`config.mk`:
```
export PLATFORM = sky130hd
export DESIGN_NAME = response_tx_sm
export DESIGN_NICKNAME = d
export VERILOG_FILES = /design/src/rtl/response_tx_sm.sv
export SDC_FILE = /design/constraint.sdc
export NUM_CORES = 1
export LEC_CHECK = 0
export ABC_AREA = 0
export CAP_MARGIN = 20
export CORE_ASPECT_RATIO = 2
export CORE_UTILIZATION = 44
export CTS_CLUSTER_DIAMETER = 80
export DETAILED_ROUTE_END_ITERATION = 8
export GPL_ROUTABILITY_DRIVEN = 0
export GPL_TIMING_DRIVEN = 1
export PLACE_DENSITY = 0.8
export SYNTH_ARGS = -nofsm -noshare
export SYNTH_HDL_FRONTEND = slang
export SYNTH_SLANG_ARGS = --single-unit
```
`constraint.sdc`:
```
create_clock -name clk -period 2.3 [get_ports clk]
set_input_delay 0.23 -clock clk [delete_from_list [all_inputs] [get_ports clk]]
set_output_delay 0.23 -clock clk [all_outputs]
set_load 0.01 [all_outputs]
```
`src/rtl/response_tx_sm.sv`:
```
// response_tx_sm: response-packet transmitter.
// Sends RSN, RC, RDC and then RDC data words onto a 32-bit AXI-stream.
// The data words are pulled from the command machine via rd_valid/rd_ready.
// Optional feature macro: RSP_CHECKSUM_EN. When it is defined, an XOR checksum word is
// appended after the data words and carries tx_tlast.
module response_tx_sm #(
  parameter int unsigned MAX_RDC = 255,
  parameter int unsigned CNT_W   = 8
) (
  input  logic             clk,
  input  logic             reset,
  input  logic             send_rsp,
  input  logic [31:0]      rsp_ser_num,
  input  logic [31:0]      rsp_code,
  input  logic [CNT_W-1:0] rsp_data_count,
  input  logic [31:0]      rd_data,
  input  logic             rd_valid,
  output logic             rd_ready,
  output logic [31:0]      tx_tdata,
  output logic             tx_tvalid,
  output logic [0:3]       tx_tkeep,
  output logic             tx_tlast,
  input  logic             tx_tready,
  output logic             rsp_busy,
  output logic             rsp_done,
  output logic             rdc_clamped
);

  localparam int unsigned DATA_W = 32;
  localparam logic [CNT_W-1:0] MAX_RDC_C = CNT_W'(MAX_RDC);

`ifdef RSP_CHECKSUM_EN
  localparam int unsigned ST_W = 7;
`else
  localparam int unsigned ST_W = 6;
`endif

  // One-hot state encoding
  typedef enum logic [ST_W-1:0] {
    IDLE      = ST_W'(1 << 0),
    SEND_RSN  = ST_W'(1 << 1),
    SEND_RC   = ST_W'(1 << 2),
    SEND_RDC  = ST_W'(1 << 3),
    SEND_DATA = ST_W'(1 << 4),
`ifdef RSP_CHECKSUM_EN
    SEND_CSUM = ST_W'(1 << 5),
    DONE      = ST_W'(1 << 6)
`else
    DONE      = ST_W'(1 << 5)
`endif
  } state_e;

  state_e              state_q, state_d;
  logic [DATA_W-1:0]   rsn_q, rsn_d;
  logic [DATA_W-1:0]   rc_q, rc_d;
  logic [CNT_W-1:0]    rdc_q, rdc_d;
  logic [CNT_W-1:0]    cnt_q, cnt_d;
  logic                clamped_q, clamped_d;
  logic                last_c;
`ifdef RSP_CHECKSUM_EN
  logic [DATA_W-1:0]   csum_q, csum_d;
`endif

  // State register and latched request fields
  always_ff @(posedge clk) begin
    if (reset) begin
      state_q   <= IDLE;
      rsn_q     <= '0;
      rc_q      <= '0;
      rdc_q     <= '0;
      cnt_q     <= '0;
      clamped_q <= 1'b0;
`ifdef RSP_CHECKSUM_EN
      csum_q    <= '0;
`endif
    end else begin
      state_q   <= state_d;
      rsn_q     <= rsn_d;
      rc_q      <= rc_d;
      rdc_q     <= rdc_d;
      cnt_q     <= cnt_d;
      clamped_q <= clamped_d;
`ifdef RSP_CHECKSUM_EN
      csum_q    <= csum_d;
`endif
    end
  end

  // Next-state and stream outputs
  always_comb begin
    state_d   = state_q;
    rsn_d     = rsn_q;
    rc_d      = rc_q;
    rdc_d     = rdc_q;
    cnt_d     = cnt_q;
    clamped_d = clamped_q;
`ifdef RSP_CHECKSUM_EN
    csum_d    = csum_q;
`endif
    rd_ready  = 1'b0;
    tx_tdata  = '0;
    tx_tvalid = 1'b0;
    last_c    = 1'b0;
    rsp_done  = 1'b0;

    unique case (state_q)
      IDLE: begin
        if (send_rsp) begin
          rsn_d = rsp_ser_num;
          rc_d  = rsp_code;
          cnt_d = '0;
          if (rsp_data_count > MAX_RDC_C) begin
            rdc_d     = MAX_RDC_C;
            clamped_d = 1'b1;
          end else begin
            rdc_d = rsp_data_count;
          end
`ifdef RSP_CHECKSUM_EN
          csum_d = '0;
`endif
          state_d = SEND_RSN;
        end
      end
      SEND_RSN: begin
        tx_tvalid = 1'b1;
        tx_tdata  = rsn_q;
        if (tx_tready) state_d = SEND_RC;
      end
      SEND_RC: begin
        tx_tvalid = 1'b1;
        tx_tdata  = rc_q;
        if (tx_tready) state_d = SEND_RDC;
      end
      SEND_RDC: begin
        tx_tvalid = 1'b1;
        tx_tdata  = DATA_W'(rdc_q);
`ifndef RSP_CHECKSUM_EN
        last_c    = (rdc_q == '0);
`endif
        if (tx_tready) begin
          if (rdc_q == '0) begin
`ifdef RSP_CHECKSUM_EN
            state_d = SEND_CSUM;
`else
            state_d = DONE;
`endif
          end else begin
            cnt_d   = rdc_q;
            state_d = SEND_DATA;
          end
        end
      end
      SEND_DATA: begin
        tx_tvalid = rd_valid;
        tx_tdata  = rd_data;
        rd_ready  = tx_tready;
`ifndef RSP_CHECKSUM_EN
        last_c    = (cnt_q == CNT_W'(1));
`endif
        // Counter never decrements below zero
        if (rd_valid && tx_tready && (cnt_q != '0)) begin
          cnt_d = cnt_q - CNT_W'(1);
          if (cnt_q == CNT_W'(1)) begin
`ifdef RSP_CHECKSUM_EN
            state_d = SEND_CSUM;
`else
            state_d = DONE;
`endif
          end
        end
      end
`ifdef RSP_CHECKSUM_EN
      SEND_CSUM: begin
        tx_tvalid = 1'b1;
        tx_tdata  = csum_q;
        last_c    = 1'b1;
        if (tx_tready) state_d = DONE;
      end
`endif
      DONE: begin
        rsp_done = 1'b1;
        state_d  = IDLE;
      end
      default: begin
        state_d = IDLE;
      end
    endcase

`ifdef RSP_CHECKSUM_EN
    // Fold every transferred word (except the checksum itself) into the running XOR
    if (tx_tvalid && tx_tready && (state_q != SEND_CSUM)) begin
      csum_d = csum_q ^ tx_tdata;
    end
`endif
  end

  // Status and sideband outputs derived from state
  always_comb begin
    tx_tlast    = last_c & tx_tvalid;
    tx_tkeep    = {4{tx_tvalid}};
    rsp_busy    = (state_q != IDLE);
    rdc_clamped = clamped_q;
  end

endmodule

```
==> out/qor.csv <==
metric,value,unit
cts_hold_buf,0,
clock_path_buffers,2,
hold_path.class,in2reg,
path_clk_slew,60,ps
critical_path_class,reg2out,
r2r_start,state_q[4],
clock_latency,330,ps
grt_pass1_vias,4343,
status,completed,
hold_violations,0,
first_pass_iters,8,
hold_start,reset,
chipHeight,137,um
finalNetCount,781,
synthArstFlopShare,0,%
yosys_most_used_dff,dfxtp_1,
syn_area,4030,um^2
slowest_stage,dfxtp_2,
setup_viol,0,
grt_overflow,0,
r2r_cells,9,
fp-row-count,49,
drc,0,
slew_viol_final,0,
worst-path-buf-inv,5,
drv.max_cap_violation_count,0,
min_to,rc_q[2],
die_area,9560,um^2
tns,0,ps
endpoint_kind,output pin,
p_per_area,637,nW/um^2
area_growth_syn_to_layout,48.6,%
crit_path_max_fanout,8,
first_iter_violations,429,
worst_pin_slew,704,ps
portBuffers,149,
skew,8.32,ps
hpwl,9220,um
numCtsBuffers,9,
htreeDepth,3,
root_buffer,clkbuf_16,
min_period,2280,ps
synth-seq-cells,86,
synth-edff-count,0,
routedWlPerCell,17.2,um
synth_cells,527,
reg2reg_to,state_q[4],
syn_area_per_cell,7.64,um^2
num_vias,4423,
drive_above_1_share,13.8,%
antenna_found_initial,1,
tritoncts,done,
grt_use_total,27.7,%
antenna_left,0,
routed_wl,13300,um
synth_warnings,0,
seq_area_frac_synth,42.7,%
crit_top_cell,buf_4,
p_total,3.82,mW
final_util,66.9,%
crit_family,buffers and inverters,
start_kind,register,
rsz0062_at_grt,yes,
synthesis.nets,639,
grt_pass1_wl,20700,um
critical_path_required,2070,ps
viasPerCell,5.69,
cp.arrival,2050,ps
power.leakage,2.56,nW
ir_drop,524,uV
initial_core_util,45.0,%
critPathMaxStageDelay,330,ps
max-slew-margin-rel,52.6,%
worst_hold_slack,346,ps
grt_max_degree,74,
period_share,99.2,%
hold_depth,2,
r2r_slack,80,ps
synth_cell_type_count,49,
io_pins,151,
worstPathCellList,buf_4 -> nor4_4 -> and2_4 -> buf_4 -> bufbuf_16 -> a222oi_1 -> inv_1 -> dlygate4sd2_1,
fmax,438,MHz
dieWidth,69.7,um
cts_sinks,86,
coreArea,8950,um^2
[layer usage]
layer	global-route usage [%]	share of wire [%]
met5	0	0
met4	18.3	5.5
met3	5.19	5.5
met2	51.3	54
met1	27.9	35
[stage by stage]
stage	std cells	worst slack, ps	area, um^2
finish	777	18.7	5990
global route	777	-68.3	5990
CTS	772	-185	6010
detailed placement	752	70.6	5670
global placement	752	165	5670
floorplan	527	202	4030
[registers in the layout, indices dropped and copies added (netlist names)]
register,count
cnt_q,8
rc_q,32
rdc_q,8
rsn_q,32
state_q,6
[how the worst max path moves through the flow]
stage               start      endpoint  slack [ps]  cells past startpoint
5_1_grt        state_q[0]   tx_tkeep[2]         -70                      7
3_3_place_gp   state_q[5]  tx_tdata[10]         160                      6
6_report       state_q[4]  tx_tdata[28]          20                      8
3_5_place_dp     rd_valid    state_q[5]          70                      6
2_1_floorplan  state_q[0]      tx_tlast         200                      5
4_1_cts        state_q[4]  tx_tdata[25]        -180                      8
[cells by family after synthesis]
group | after synthesis | share of synthesized area [%]
other cells | 1 | 0.0931
simple gates | 202 | 21.1
fa+ha+maj | 3 | 0.932
xor+xnor | 3 | 0.652
compound gates | 152 | 25.9
buf+inv | 80 | 8.51
flops | 86 | 42.7
[Yosys cell counts, drive strengths merged (4+ instances only)]
library cell  count  area (um^2)
a211oi            4         30.0
a21oi            74          370
a222oi           24          240
a22oi            18          135
and2              4         25.0
buf              21          120
clkbuf           28          106
dfxtp            86         1720
inv              31          116
nand2           161          604
nor2              7         26.3
nor2b             4         25.0
nor3              6         30.0
nor4              7         50.1
o21a              4         30.0
o21ai             4         20.0
[repair_timing]
item	CTS	global route
setup endpoints to repair	38	30
pin swaps	0	4
gates cloned	2	0
setup buffers	2	4
gates resized for setup	52	69
[where the power goes]
| part | leakage, nW | internal (mW) | switching (mW) |
|---|---|---|---|
| registers | 0.707 | 1.61 | 0.0834 |
| clock network | 0.126 | 0.760 | 0.558 |
| logic | 1.73 | 0.397 | 0.407 |
| total | 2.56 | 2.77 | 1.05 |
[placed cells by master (no fill, tap or decap), drive strengths merged, types with 4 or more instances in the layout]
cell | synthesis | layout
a222oi | 24 | 24
a211oi | 4 | 4
nor4 | 7 | 7
and2 | 4 | 4
a22oi | 18 | 18
nor2b | 4 | 4
clkbuf | 28 | 40
clkdlybuf4s50 | 0 | 109
o21a | 4 | 4
inv | 31 | 31
nand2 | 161 | 161
dfxtp | 86 | 86
o21ai | 4 | 4
nor3 | 6 | 6
dlygate4sd2 | 0 | 10
buf | 21 | 30
a21oi | 74 | 74
nor2 | 7 | 7
[cell type report]
class	count	area (um^2)
clock inverter	3	20.0
multi-input combinational	361	2020
timing repair buffer	180	1710
sequential	86	1740
antenna	1	2.50
tap	102	128
inverter	31	116
clock buffer	13	250
fill	783	2960
Power figures use the tool's default switching activity.
